===== config.mk =====
export PLATFORM = sky130hd
export DESIGN_NAME = uart_stream_flat
export DESIGN_NICKNAME = d
export VERILOG_FILES = /design/src/rtl/uart_stream_pkg.sv /design/src/rtl/uart_stream_if.sv /design/src/rtl/uart_stream.sv /design/src/flat_wrapper.sv
export SDC_FILE = /design/constraint.sdc
export NUM_CORES = 1
export LEC_CHECK = 0
export ABC_AREA = 0
export BUFFER_PORTS_ARGS = -buffer_cell sky130_fd_sc_hd__buf_2
export CAP_MARGIN = 20
export CORE_ASPECT_RATIO = 1.25
export CORE_UTILIZATION = 34
export DETAILED_ROUTE_END_ITERATION = 10
export SYNTH_ARGS = -nofsm -noshare
export SYNTH_HDL_FRONTEND = slang
export SYNTH_SLANG_ARGS = --single-unit

===== constraint.sdc =====
create_clock -name clk -period 3.7 [get_ports clk]
set_input_delay 0.185 -clock clk [delete_from_list [all_inputs] [get_ports clk]]
set_output_delay 0.185 -clock clk [all_outputs]
set_load 0.01 [all_outputs]

===== src/rtl/uart_stream_pkg.sv =====
// Shared configuration types for the UART stream engine.
package uart_stream_pkg;
    typedef enum logic [1:0] {
        PARITY_NONE = 2'd0,
        PARITY_EVEN = 2'd1,
        PARITY_ODD  = 2'd2
    } parity_t;

    typedef enum logic {
        STOP_BITS_1 = 1'b0,
        STOP_BITS_2 = 1'b1
    } stop_bits_t;
endpackage


===== src/rtl/uart_stream_if.sv =====
// Character-level TX/RX handshake bundle between peripheral logic (master) and the UART engine (slave).
interface uart_stream_if #(parameter int DATA_W = 9);
    logic [DATA_W-1:0] tx_data;
    logic              tx_valid;
    logic              tx_ready;
    logic [DATA_W-1:0] rx_data;
    logic              rx_frame_err;
    logic              rx_parity_err;
    logic              rx_valid;
    logic              rx_ready;
    logic              rx_overrun;

    modport master (
        output tx_data, tx_valid, rx_ready,
        input  tx_ready, rx_data, rx_frame_err, rx_parity_err, rx_valid, rx_overrun
    );

    modport slave (
        input  tx_data, tx_valid, rx_ready,
        output tx_ready, rx_data, rx_frame_err, rx_parity_err, rx_valid, rx_overrun
    );
endinterface


===== src/rtl/uart_stream.sv =====
// UART TX + 16x-oversampled RX on clock-enable ticks; tx drops 1 clk after accept, rx_valid ~3 clks after stop mid-point.
// TX accepts only when idle; RX holds one character and drops (rx_overrun) new ones while it is unread.
module uart_stream
    import uart_stream_pkg::*;
#(
    parameter int DATA_W     = 9,
    parameter int OVERSAMPLE = 16,
    parameter int CLK_DIV_W  = 24
) (
    input  logic                 clk,
    input  logic                 rst_n,
    input  logic [CLK_DIV_W-1:0] cfg_clk_div,
    input  logic [3:0]           cfg_data_bits,
    input  parity_t              cfg_parity,
    input  stop_bits_t           cfg_stop_bits,
    uart_stream_if.slave         strm,
    output logic                 tx,
    input  logic                 rx,
    output logic                 idle
);
    localparam int OS_W = $clog2(OVERSAMPLE);
    localparam logic [OS_W-1:0] OS_LAST   = OS_W'(OVERSAMPLE - 1);
    localparam logic [OS_W-1:0] OS_MID    = OS_W'(OVERSAMPLE / 2);
    localparam logic [OS_W-1:0] OS_MID_M1 = OS_W'(OVERSAMPLE / 2 - 1);
    localparam logic [OS_W-1:0] OS_MID_P1 = OS_W'(OVERSAMPLE / 2 + 1);

    localparam logic [2:0] ST_IDLE   = 3'd0;
    localparam logic [2:0] ST_START  = 3'd1;
    localparam logic [2:0] ST_DATA   = 3'd2;
    localparam logic [2:0] ST_PARITY = 3'd3;
    localparam logic [2:0] ST_STOP   = 3'd4;

    function automatic logic [3:0] clamp_bits(input logic [3:0] n);
        if (n < 4'd5)             return 4'd5;
        else if (int'(n) > DATA_W) return 4'(DATA_W);
        else                       return n;
    endfunction

    function automatic logic [DATA_W-1:0] bits_mask(input logic [3:0] n);
        logic [DATA_W-1:0] m;
        m = '0;
        for (int i = 0; i < DATA_W; i++) m[i] = (i < int'(n));
        return m;
    endfunction

    // ---------------- TX ----------------
    logic [2:0]           tx_state_q, tx_state_d;
    logic [CLK_DIV_W-1:0] tx_cnt_q, tx_cnt_d, tx_div_q, tx_div_d;
    logic [OS_W-1:0]      tx_os_q, tx_os_d;
    logic [3:0]           tx_bit_q, tx_bit_d, tx_nbits_q, tx_nbits_d;
    logic [DATA_W-1:0]    tx_shift_q, tx_shift_d;
    logic                 tx_par_en_q, tx_par_en_d, tx_pbit_q, tx_pbit_d;
    logic                 tx_stop2_q, tx_stop2_d, tx_q, tx_d;
    logic                 tx_bit_end;
    logic [3:0]           tx_nb_cfg;

    always_comb begin
        tx_state_d  = tx_state_q;
        tx_cnt_d    = tx_cnt_q;
        tx_div_d    = tx_div_q;
        tx_os_d     = tx_os_q;
        tx_bit_d    = tx_bit_q;
        tx_nbits_d  = tx_nbits_q;
        tx_shift_d  = tx_shift_q;
        tx_par_en_d = tx_par_en_q;
        tx_pbit_d   = tx_pbit_q;
        tx_stop2_d  = tx_stop2_q;
        tx_d        = tx_q;
        tx_bit_end  = 1'b0;
        tx_nb_cfg   = clamp_bits(cfg_data_bits);

        if (tx_state_q == ST_IDLE) begin
            tx_d = 1'b1;
            if (strm.tx_valid) begin
                tx_state_d  = ST_START;
                tx_d        = 1'b0;
                tx_cnt_d    = cfg_clk_div;
                tx_div_d    = cfg_clk_div;
                tx_os_d     = '0;
                tx_bit_d    = '0;
                tx_nbits_d  = tx_nb_cfg;
                tx_shift_d  = strm.tx_data;
                tx_par_en_d = (cfg_parity == PARITY_EVEN) || (cfg_parity == PARITY_ODD);
                tx_pbit_d   = (^(strm.tx_data & bits_mask(tx_nb_cfg))) ^ (cfg_parity == PARITY_ODD);
                tx_stop2_d  = (cfg_stop_bits == STOP_BITS_2);
            end
        end else if (tx_cnt_q == '0) begin
            tx_cnt_d = tx_div_q;
            if (tx_os_q == OS_LAST) begin
                tx_os_d    = '0;
                tx_bit_end = 1'b1;
            end else begin
                tx_os_d = tx_os_q + 1'b1;
            end
        end else begin
            tx_cnt_d = tx_cnt_q - 1'b1;
        end

        if (tx_bit_end) begin
            case (tx_state_q)
                ST_START: begin
                    tx_state_d = ST_DATA;
                    tx_d       = tx_shift_q[0];
                    tx_shift_d = tx_shift_q >> 1;
                    tx_bit_d   = '0;
                end
                ST_DATA: begin
                    if (tx_bit_q == tx_nbits_q - 4'd1) begin
                        tx_state_d = tx_par_en_q ? ST_PARITY : ST_STOP;
                        tx_d       = tx_par_en_q ? tx_pbit_q : 1'b1;
                        tx_bit_d   = '0;
                    end else begin
                        tx_d       = tx_shift_q[0];
                        tx_shift_d = tx_shift_q >> 1;
                        tx_bit_d   = tx_bit_q + 4'd1;
                    end
                end
                ST_PARITY: begin
                    tx_state_d = ST_STOP;
                    tx_d       = 1'b1;
                    tx_bit_d   = '0;
                end
                ST_STOP: begin
                    if (tx_stop2_q && (tx_bit_q == 4'd0)) tx_bit_d = 4'd1;
                    else                                  tx_state_d = ST_IDLE;
                end
                default: begin
                    tx_state_d = ST_IDLE;
                    tx_d       = 1'b1;
                end
            endcase
        end
    end

    always_ff @(posedge clk or negedge rst_n) begin
        if (!rst_n) begin
            tx_state_q  <= ST_IDLE;
            tx_cnt_q    <= '0;
            tx_div_q    <= '0;
            tx_os_q     <= '0;
            tx_bit_q    <= '0;
            tx_nbits_q  <= '0;
            tx_shift_q  <= '0;
            tx_par_en_q <= 1'b0;
            tx_pbit_q   <= 1'b0;
            tx_stop2_q  <= 1'b0;
            tx_q        <= 1'b1;
        end else begin
            tx_state_q  <= tx_state_d;
            tx_cnt_q    <= tx_cnt_d;
            tx_div_q    <= tx_div_d;
            tx_os_q     <= tx_os_d;
            tx_bit_q    <= tx_bit_d;
            tx_nbits_q  <= tx_nbits_d;
            tx_shift_q  <= tx_shift_d;
            tx_par_en_q <= tx_par_en_d;
            tx_pbit_q   <= tx_pbit_d;
            tx_stop2_q  <= tx_stop2_d;
            tx_q        <= tx_d;
        end
    end

    assign tx            = tx_q;
    assign strm.tx_ready = (tx_state_q == ST_IDLE);

    // ---------------- RX ----------------
    logic                 rx_s1_q, rx_s1_d, rx_s2_q, rx_s2_d, rx_s3_q, rx_s3_d;
    logic [2:0]           rx_state_q, rx_state_d;
    logic [CLK_DIV_W-1:0] rx_cnt_q, rx_cnt_d, rx_div_q, rx_div_d;
    logic [OS_W-1:0]      rx_os_q, rx_os_d;
    logic [3:0]           rx_bit_q, rx_bit_d, rx_nbits_q, rx_nbits_d;
    logic [DATA_W-1:0]    rx_shift_q, rx_shift_d;
    logic                 rx_par_en_q, rx_par_en_d, rx_odd_q, rx_odd_d;
    logic                 rx_acc_q, rx_acc_d, rx_perr_q, rx_perr_d;
    logic                 rx_v0_q, rx_v0_d, rx_v1_q, rx_v1_d;
    logic [DATA_W-1:0]    rx_hold_q, rx_hold_d;
    logic                 rx_ferr_q, rx_ferr_d, rx_hperr_q, rx_hperr_d;
    logic                 rx_valid_q, rx_valid_d, rx_ovr_q, rx_ovr_d;
    logic                 rx_maj, rx_at_mid, rx_at_vote, rx_bit_end, rx_done, rx_stop_bad;

    assign rx_maj = (rx_v0_q & rx_v1_q) | (rx_v0_q & rx_s2_q) | (rx_v1_q & rx_s2_q);

    always_comb begin
        rx_s1_d     = rx;
        rx_s2_d     = rx_s1_q;
        rx_s3_d     = rx_s2_q;
        rx_state_d  = rx_state_q;
        rx_cnt_d    = rx_cnt_q;
        rx_div_d    = rx_div_q;
        rx_os_d     = rx_os_q;
        rx_bit_d    = rx_bit_q;
        rx_nbits_d  = rx_nbits_q;
        rx_shift_d  = rx_shift_q;
        rx_par_en_d = rx_par_en_q;
        rx_odd_d    = rx_odd_q;
        rx_acc_d    = rx_acc_q;
        rx_perr_d   = rx_perr_q;
        rx_v0_d     = rx_v0_q;
        rx_v1_d     = rx_v1_q;
        rx_hold_d   = rx_hold_q;
        rx_ferr_d   = rx_ferr_q;
        rx_hperr_d  = rx_hperr_q;
        rx_valid_d  = rx_valid_q;
        rx_ovr_d    = 1'b0;
        rx_at_mid   = 1'b0;
        rx_at_vote  = 1'b0;
        rx_bit_end  = 1'b0;
        rx_done     = 1'b0;
        rx_stop_bad = 1'b0;

        if (rx_state_q == ST_IDLE) begin
            if (rx_s3_q && !rx_s2_q) begin
                rx_state_d = ST_START;
                rx_cnt_d   = cfg_clk_div;
                rx_div_d   = cfg_clk_div;
                rx_os_d    = '0;
            end
        end else if (rx_cnt_q == '0) begin
            rx_cnt_d = rx_div_q;
            if (rx_os_q == OS_LAST) begin
                rx_os_d    = '0;
                rx_bit_end = 1'b1;
            end else begin
                rx_os_d = rx_os_q + 1'b1;
            end
            if (rx_os_q == OS_MID_M1) rx_v0_d = rx_s2_q;
            if (rx_os_q == OS_MID) begin
                rx_v1_d   = rx_s2_q;
                rx_at_mid = 1'b1;
            end
            if (rx_os_q == OS_MID_P1) rx_at_vote = 1'b1;
        end else begin
            rx_cnt_d = rx_cnt_q - 1'b1;
        end

        case (rx_state_q)
            ST_IDLE: ;
            ST_START: begin
                if (rx_at_mid) begin
                    if (rx_s2_q) begin
                        rx_state_d = ST_IDLE;
                    end else begin
                        rx_nbits_d  = clamp_bits(cfg_data_bits);
                        rx_par_en_d = (cfg_parity == PARITY_EVEN) || (cfg_parity == PARITY_ODD);
                        rx_odd_d    = (cfg_parity == PARITY_ODD);
                        rx_shift_d  = '0;
                        rx_bit_d    = '0;
                        rx_acc_d    = 1'b0;
                        rx_perr_d   = 1'b0;
                    end
                end else if (rx_bit_end) begin
                    rx_state_d = ST_DATA;
                end
            end
            ST_DATA: begin
                if (rx_at_vote) begin
                    rx_shift_d[rx_bit_q] = rx_maj;
                    rx_acc_d             = rx_acc_q ^ rx_maj;
                    rx_bit_d             = rx_bit_q + 4'd1;
                end
                if (rx_bit_end && (rx_bit_q == rx_nbits_q))
                    rx_state_d = rx_par_en_q ? ST_PARITY : ST_STOP;
            end
            ST_PARITY: begin
                // Data+parity XOR is 0 for even, 1 for odd when the frame is good.
                if (rx_at_vote) rx_perr_d = rx_acc_q ^ rx_maj ^ rx_odd_q;
                if (rx_bit_end) rx_state_d = ST_STOP;
            end
            ST_STOP: begin
                if (rx_at_vote) begin
                    rx_stop_bad = ~rx_maj;
                    rx_done     = 1'b1;
                    rx_state_d  = ST_IDLE;
                end
            end
            default: rx_state_d = ST_IDLE;
        endcase

        if (rx_valid_q && strm.rx_ready) rx_valid_d = 1'b0;
        if (rx_done) begin
            if (!rx_valid_q || strm.rx_ready) begin
                rx_valid_d = 1'b1;
                rx_hold_d  = rx_shift_q;
                rx_ferr_d  = rx_stop_bad;
                rx_hperr_d = rx_perr_q;
            end else begin
                rx_ovr_d = 1'b1;
            end
        end
    end

    always_ff @(posedge clk or negedge rst_n) begin
        if (!rst_n) begin
            rx_s1_q     <= 1'b1;
            rx_s2_q     <= 1'b1;
            rx_s3_q     <= 1'b1;
            rx_state_q  <= ST_IDLE;
            rx_cnt_q    <= '0;
            rx_div_q    <= '0;
            rx_os_q     <= '0;
            rx_bit_q    <= '0;
            rx_nbits_q  <= '0;
            rx_shift_q  <= '0;
            rx_par_en_q <= 1'b0;
            rx_odd_q    <= 1'b0;
            rx_acc_q    <= 1'b0;
            rx_perr_q   <= 1'b0;
            rx_v0_q     <= 1'b1;
            rx_v1_q     <= 1'b1;
            rx_hold_q   <= '0;
            rx_ferr_q   <= 1'b0;
            rx_hperr_q  <= 1'b0;
            rx_valid_q  <= 1'b0;
            rx_ovr_q    <= 1'b0;
        end else begin
            rx_s1_q     <= rx_s1_d;
            rx_s2_q     <= rx_s2_d;
            rx_s3_q     <= rx_s3_d;
            rx_state_q  <= rx_state_d;
            rx_cnt_q    <= rx_cnt_d;
            rx_div_q    <= rx_div_d;
            rx_os_q     <= rx_os_d;
            rx_bit_q    <= rx_bit_d;
            rx_nbits_q  <= rx_nbits_d;
            rx_shift_q  <= rx_shift_d;
            rx_par_en_q <= rx_par_en_d;
            rx_odd_q    <= rx_odd_d;
            rx_acc_q    <= rx_acc_d;
            rx_perr_q   <= rx_perr_d;
            rx_v0_q     <= rx_v0_d;
            rx_v1_q     <= rx_v1_d;
            rx_hold_q   <= rx_hold_d;
            rx_ferr_q   <= rx_ferr_d;
            rx_hperr_q  <= rx_hperr_d;
            rx_valid_q  <= rx_valid_d;
            rx_ovr_q    <= rx_ovr_d;
        end
    end

    assign strm.rx_data       = rx_hold_q;
    assign strm.rx_frame_err  = rx_ferr_q;
    assign strm.rx_parity_err = rx_hperr_q;
    assign strm.rx_valid      = rx_valid_q;
    assign strm.rx_overrun    = rx_ovr_q;

    assign idle = (tx_state_q == ST_IDLE) && (rx_state_q == ST_IDLE) && !rx_valid_q;
endmodule

===== src/flat_wrapper.sv =====
// flat-port wrapper written by rule: the top's interface ports become plain ports
module uart_stream_flat import uart_stream_pkg::*;
#(
    parameter int DATA_W     = 9,
    parameter int OVERSAMPLE = 16,
    parameter int CLK_DIV_W  = 24
)
  (clk, rst_n, cfg_clk_div, cfg_data_bits, cfg_parity, cfg_stop_bits, tx, rx, idle, strm_tx_data, strm_tx_valid, strm_rx_ready, strm_tx_ready, strm_rx_data, strm_rx_frame_err, strm_rx_parity_err, strm_rx_valid, strm_rx_overrun);
  uart_stream_if #(.DATA_W(DATA_W)) strm_i ();
  input  logic clk;
  input  logic rst_n;
  input  logic [CLK_DIV_W-1:0] cfg_clk_div;
  input  logic [3:0] cfg_data_bits;
  input  parity_t cfg_parity;
  input  stop_bits_t cfg_stop_bits;
  output logic tx;
  input  logic rx;
  output logic idle;
  input wire logic [$bits(strm_i.tx_data)-1:0] strm_tx_data;
  input wire logic [$bits(strm_i.tx_valid)-1:0] strm_tx_valid;
  input wire logic [$bits(strm_i.rx_ready)-1:0] strm_rx_ready;
  output wire logic [$bits(strm_i.tx_ready)-1:0] strm_tx_ready;
  output wire logic [$bits(strm_i.rx_data)-1:0] strm_rx_data;
  output wire logic [$bits(strm_i.rx_frame_err)-1:0] strm_rx_frame_err;
  output wire logic [$bits(strm_i.rx_parity_err)-1:0] strm_rx_parity_err;
  output wire logic [$bits(strm_i.rx_valid)-1:0] strm_rx_valid;
  output wire logic [$bits(strm_i.rx_overrun)-1:0] strm_rx_overrun;
  assign strm_i.tx_data = strm_tx_data;
  assign strm_i.tx_valid = strm_tx_valid;
  assign strm_i.rx_ready = strm_rx_ready;
  assign strm_tx_ready = strm_i.tx_ready;
  assign strm_rx_data = strm_i.rx_data;
  assign strm_rx_frame_err = strm_i.rx_frame_err;
  assign strm_rx_parity_err = strm_i.rx_parity_err;
  assign strm_rx_valid = strm_i.rx_valid;
  assign strm_rx_overrun = strm_i.rx_overrun;
  uart_stream #(.DATA_W(DATA_W), .OVERSAMPLE(OVERSAMPLE), .CLK_DIV_W(CLK_DIV_W)) u_core (.clk(clk), .rst_n(rst_n), .cfg_clk_div(cfg_clk_div), .cfg_data_bits(cfg_data_bits), .cfg_parity(cfg_parity), .cfg_stop_bits(cfg_stop_bits), .strm(strm_i), .tx(tx), .rx(rx), .idle(idle));
endmodule

* Word-level counts from Yosys, hierarchy flattened
Cells that the tools add are included.
** Word-level totals
- Bits in registers :: 170
- Input bits :: 45
- Output and inout port bits :: 16
- Word-level logic and storage cells :: 207
** Cells by class
- Add/subtract/negate cells :: 7
- Magnitude comparators :: 13
- Eq/ne operators :: 23
- Multiplexer cells :: 88
- Bitwise logic cells :: 12
- Reductions and logical operators :: 32
** Operators with widths (number)
- 24-bit two-way mux :: 6
- 4-bit two-way mux :: 18
- 9-bit two-way mux :: 7
- 24-bit zero test :: 2
- 24-bit by 1-bit subtractor with 24-bit output (second input constant) :: 2
- 3-bit two-way mux :: 15
- 9-bit one-hot mux with 2 select lines :: 2
- 1-bit two-way mux :: 31
- 4-bit by 1-bit adder with 4-bit output (second input constant) :: 4
- 4-bit equality test (second input constant) :: 4
- 3-bit by 4-bit < comparator with 1-bit output (first input constant) :: 4
- 3-bit one-hot mux with 5 select lines :: 1
- 3-bit by 2-bit equality test with 1-bit output (second input constant) :: 4
- 3-bit one-hot mux with 4 select lines :: 1
- 4-bit one-hot mux with 3 select lines :: 1
- 2-bit AND reduction :: 5
- 9-bit bitwise AND :: 1
- 9-bit bitwise mux :: 1
- 3-bit AND reduction :: 3
- 9-bit XOR reduction :: 1
- 4-bit equality test :: 2
- 1-bit by 4-bit < comparator with 1-bit output (first input constant) :: 2
- 2-bit by 4-bit < comparator with 1-bit output (first input constant) :: 2
- 2-bit by 1-bit inequality test with 1-bit output (second input constant) :: 4
- 28 further kinds :: 52

* Logic depth before layout (Yosys ltp)
- Depth after elaboration :: 7
- Mapped depth :: 10
- Mapped depth without buffers :: 8

* Worst setup path after synthesis
Ideal clock, no wire load.
- Path kind :: register to register
- Start point :: register u_core.tx_cnt_q[10]
- End point :: register u_core.tx_shift_q[0]
- Library setup time :: 128 ps
- Data arrival time :: 2487 ps
- Data required time :: 3572 ps
- Path slack :: 1086 ps
- Stages on the path, launching flop included :: 9
- Buffers on the path :: 2
- Clock period less this slack :: 2614 ps
- Cells stage by stage :: dfrtp_1 -> buf_6 -> or4_4 -> or4_4 -> or3_1 -> buf_6 -> nor2_4 -> o21ai_4 -> mux2_1
** Between the ends
- Cells in the longest elaborated chain, start to end :: 4
** Ends and longest elaborated chain
- from (decl) :: line uart_stream.sv:48 : logic [CLK_DIV_W-1:0] tx_cnt_q, tx_cnt_d, tx_div_q, tx_div_d;
- from (signal assigned) :: line uart_stream.sv:150 : tx_cnt_q <= tx_cnt_d;
- 24-bit zero test :: line uart_stream.sv:87 : end else if (tx_cnt_q == '0) begin
- 1-bit two-way mux :: line uart_stream.sv:87
- 1-bit two-way mux :: line uart_stream.sv:72 : if (tx_state_q == ST_IDLE) begin
- 9-bit two-way mux :: line uart_stream.sv:99 : if (tx_bit_end) begin
- net u_core.tx_shift_d[0] :: line uart_stream.sv:51 : logic [DATA_W-1:0] tx_shift_q, tx_shift_d;
- to (signal assigned) :: line uart_stream.sv:155 : tx_shift_q <= tx_shift_d;
- to (decl) :: line uart_stream.sv:51
The timed path passes the listed nets, and every way through them passes these cells.
A chain may end at the register's enable or synchronous reset.

* Worst setup path after layout
- Start point :: register u_core.rx_cnt_q[10]
- End point :: register u_core.rx_hold_q[5] (netlist: u_core.strm.rx_data[5])
** Between the ends
- Cells in the longest elaborated chain, start to end :: 6
** Ends and longest elaborated chain
- from (decl) :: line uart_stream.sv:169 : logic [CLK_DIV_W-1:0] rx_cnt_q, rx_cnt_d, rx_div_q, rx_div_d;
- from (signal assigned) :: line uart_stream.sv:320 : rx_cnt_q <= rx_cnt_d;
- 24-bit zero test :: line uart_stream.sv:218 : end else if (rx_cnt_q == '0) begin
- 1-bit two-way mux :: line uart_stream.sv:218
- 1-bit two-way mux :: line uart_stream.sv:211 : if (rx_state_q == ST_IDLE) begin
- 1-bit two-way mux :: line uart_stream.sv:270 : if (rx_at_vote) begin
- 1-bit two-way mux :: line uart_stream.sv:236 : case (rx_state_q)
- 2-bit AND reduction (no source line)
- to (signal assigned) :: line uart_stream.sv:332 : rx_hold_q <= rx_hold_d;
- to (decl) :: line uart_stream.sv:176 : logic [DATA_W-1:0] rx_hold_q, rx_hold_d;
Every way passes these cells.

==> flow_summary.rst <==
.. list-table::
   :header-rows: 1

   * - Metric
     - Value
   * - CTS tree
     - built
   * - GP Congestion
     - 0.856
   * - Number of synthesized flops with an enable pin
     - 0
   * - Kind of critical path
     - reg2reg
   * - Remaining routing DRC violations
     - 0
   * - Compound-cell area share of the yosys netlist
     - 14.5%
   * - Final Instance Area
     - 0.0101 mm^2
   * - Final critical-path required period
     - 3030 ps
   * - Synth cell count leaders
     - nand2_1, dfrtp_1, o21ai_0, nor2_1, clkbuf_1
   * - Share of synthesized registers carrying an async set or reset
     - 100%
   * - Final worst-path cycle share
     - 82.0%
   * - Clock skew after layout
     - 9.85 ps
   * - Most common cell in the synthesized netlist
     - nand2_1
   * - Die height
     - 182 um
   * - Initial Util
     - 34.8%
   * - Number of buffer and inverter stages on the critical path
     - 0
   * - Unrepaired setup endpoints after global routing
     - no
   * - Portion of the post-synthesis area used by sequential elements
     - 48.2%
   * - Number of CTS-inserted buffers
     - 17
   * - Setup-violating endpoint count in the final report
     - 0
   * - Synthesized flop and latch total
     - 170
   * - H-tree levels
     - 4
   * - Ratio of cells with drive above 1 in the final layout
     - 14.1%
   * - Area fraction in and, or, nand and nor cells after synthesis
     - 22.9%
   * - Mapped Nets
     - 1049
   * - Worst hold path type
     - in2reg
   * - Antenna violations before repair
     - 0
   * - Clk_lat worst skew
     - 440 ps
   * - Area growth from synthesis to layout
     - 14.6%
   * - Buffer cell driving the clock tree root
     - clkbuf_16
   * - Number of global-route vias before repair
     - 7153
   * - Number of diodes added for antenna fixing
     - 0
   * - Cells after Synth
     - 990
   * - Worst setup SP type
     - register
   * - Worst path cell trace
     - nor4_1 > and3_1 > nand3_1 > nor2_1 > nand4_1 > mux2_2
   * - Sum of overflow across all layers after global routing
     - 0
   * - Number of sinks on the clock net
     - 170
   * - Largest net degree at the start of global routing
     - 98
   * - Vias post-DR
     - 7296
   * - Static leakage power
     - 4.61 nW
   * - Number of setup buffers added after CTS
     - 0
   * - Sort of element at the end of the critical path
     - register
   * - Input/output buffers
     - 60
   * - Normalized max-slew margin
     - 33.9%
   * - Worst EP arrival
     - 3350 ps
   * - Number of endpoints with negative hold slack in the final report
     - 0
   * - Top-Level Pins
     - 61
   * - Smallest hold slack
     - 5.84 ps
   * - Top cells by area, synth
     - dfrtp_1, nand2_1, o21ai_0, xnor2_1, mux2_2
   * - Final wirelength
     - 22700 um
   * - Global-route wire length before repair
     - 37800 um
   * - GRT Total Usage
     - 18.0%
   * - Final count of pins violating max slew
     - 0
   * - Mux share of post-synthesis cell area
     - 3.67%
   * - Maximum Capacitance Violations
     - 0
   * - Cell family contributing the most delay on the critical path
     - simple AND/OR/NAND/NOR gates
   * - Via density per instance
     - 5.26
   * - Die extent in x
     - 146 um
   * - Standard-cell row count
     - 65
   * - Accumulated negative setup slack
     - 0 ps
   * - Synth warn
     - 0
   * - Post-synthesis instance area
     - 0.00884 mm^2
   * - Dpl hpwl
     - 15700 um
   * - Count of unique library cells instantiated by Yosys
     - 64
   * - Post-CTS clock slew at the launch and capture registers of the worst setup and hold paths
     - 60 ps
   * - Cell taking the most area after synthesis
     - dfrtp_1
   * - Max IR drop VDD
     - 302 uV
   * - Number of routed nets with antenna violations
     - 0
   * - Synth Area in Adders
     - 1.98%
   * - First DRT Iteration DRCs
     - 634
   * - Final #Nets
     - 1097
   * - Max Clk Rate
     - 0.330 GHz
   * - Pin slew with the least headroom to its limit
     - 989 ps
   * - First drt pass iteration count
     - 5
   * - Routed length per placed instance
     - 16.4 um
   * - Area share of the largest cell type after synthesis
     - 46.4%
   * - Cell with the largest stage delay on the worst path
     - nor4_1
   * - Required time of the worst setup path
     - 4010 ps
   * - Run status
     - complete, no violations
   * - Synth Area in XOR/XNOR
     - 5.31%
   * - Peak fanout along the critical path
     - 11
   * - Floorplan die area
     - 0.0267 mm^2
   * - Largest stage delay on the critical path
     - 640 ps
   * - Max Root-Sink Buffers
     - 2
   * - Dominant combinational cell family by area after synthesis
     - simple AND/OR/NAND/NOR gates
   * - CORE AREA
     - 0.0254 mm^2
   * - Area of placed instances
     - 0.00949 mm^2
   * - Main synth FF type
     - dfrtp_1
   * - Cell Pwr Density
     - 487 mW/mm^2
   * - Avg Synthesized Cell Area
     - 8.93 um^2
==> per-stage QoR <==
step / std cells / utilization (%) / worst slack, ps / power [W]
after global routing: 1386 / 39.9 / 478 / 0.00522
after detailed placement: 1348 / 37.4 / 683 / 0.00319
after global placement: 1348 / 37.4 / 770 / 0.00317
final: 1386 / 39.9 / 668 / 0.00493
after CTS: 1386 / 39.9 / 676 / 0.00498
after floorplan: 990 / - / 1090 / 0.00291
==> registers in the layout (all words and copies together) (netlist names), 3 cells and up <==
name,flops
u_core.tx_os_q,4
u_core.rx_cnt_q,24
u_core.strm.rx_data,9
u_core.tx_state_q,3
u_core.tx_shift_q,9
u_core.tx_cnt_q,24
u_core.tx_div_q,24
u_core.rx_os_q,4
u_core.rx_bit_q,4
u_core.rx_nbits_q,4
u_core.tx_nbits_q,4
u_core.rx_div_q,24
u_core.rx_shift_q,9
u_core.rx_state_q,3
u_core.tx_bit_q,4
==> worst reg2reg max path, cell delays in order (launching register included) <==
cell and delay [ps]:
dfrtp_1 420, nor4_1 650, and3_1 440, nand3_1 150, nor2_1 250, nand4_1 530
mux2_2 480
==> layout by cell type, fill, tap and decap left out, types with 5 or more instances in the layout <==
cell,netlist,layout
nor2_1,57,57
xnor2_1,34,34
dfstp_2,6,6
dfrtp_1,164,164
o21ai_0,83,83
o211ai_1,17,17
buf_4,0,13
clkbuf_16,0,17
mux2i_1,5,5
or3_1,8,8
nand3b_1,6,6
a22oi_1,18,18
nand3_1,35,35
a211oi_1,8,8
nand4_1,8,8
ha_1,14,14
nand2_1,246,246
or4_1,6,6
buf_2,1,59
inv_1,23,23
nor4_1,14,14
nand2b_1,5,5
a21oi_1,33,33
nor3_1,27,24
mux2_2,21,21
a221o_1,13,13
xor2_1,17,17
a31oi_1,5,5
dlygate4sd3_1,0,6
clkinvlp_4,0,6
nor2b_1,5,5
and3_1,7,7
a21o_1,5,5
==> final cells by class <==
| type | instances | area (um^2) |
|---|---|---|
| fillers | 2603 | 15200 |
| inverters | 24 | 90.1 |
| repair buffers | 80 | 484 |
| flip-flops and latches | 170 | 4260 |
| well taps | 335 | 419 |
| clock buffers | 20 | 467 |
| clock inverters | 12 | 115 |
| multi-input cells | 745 | 4300 |
==> where the power goes <==
| group | internal (W) | switching (W) |
|---|---|---|
| clock | 0.000984 | 0.000780 |
| sequential | 0.00209 | 0.000220 |
| combinational | 0.000374 | 0.000489 |
| total | 0.00345 | 0.00149 |
==> cells by family (layout without fill, tap and decap cells) <==
logic type,count (synthesis),count (layout)
compound gates,203,203
xor+xnor,52,52
fa+ha+maj,14,14
buf+inv,75,136
flops,170,170
mux,29,29
simple gates,447,447
==> timing repair <==
item,4_1_cts,5_1_grt
gates resized for setup,0,0
hold buffers,6,0
endpoints found under the hold margin,94,0
==> per-layer routing <==
metal | vias to the layer above | GRT usage (%) | wire (um)
met2 | 119 | 31.2 | 11400
met1 | 3591 | 22.3 | 10100
met4 | 0 | 6.46 | 450
met3 | 34 | 3.23 | 725
li1 | 3552 | - | -
met5 | - | 0 | 0
==> path summary, 6_finish.rpt <==
| check | from | depth (start not counted) | slack [ps] | end |
|---|---|---|---|---|
| max | u_core.rx_cnt_q[10] | 6 | 670 | u_core.strm.rx_data[5] |
| min | cfg_clk_div[16] | 3 | 6 | u_core.rx_div_q[16] |
| max reg2reg | u_core.rx_cnt_q[10] | 6 | 670 | u_core.strm.rx_data[5] |
| min reg2reg | u_core.rx_s1_q | 0 | 360 | u_core.rx_s2_q |
| max in group asynchronous | rst_n | 3 | 2400 | u_core.strm.rx_data[4] |
| min in group asynchronous | rst_n | 2 | 400 | u_core.tx_div_q[14] |
Power figures use the tool's default switching activity.
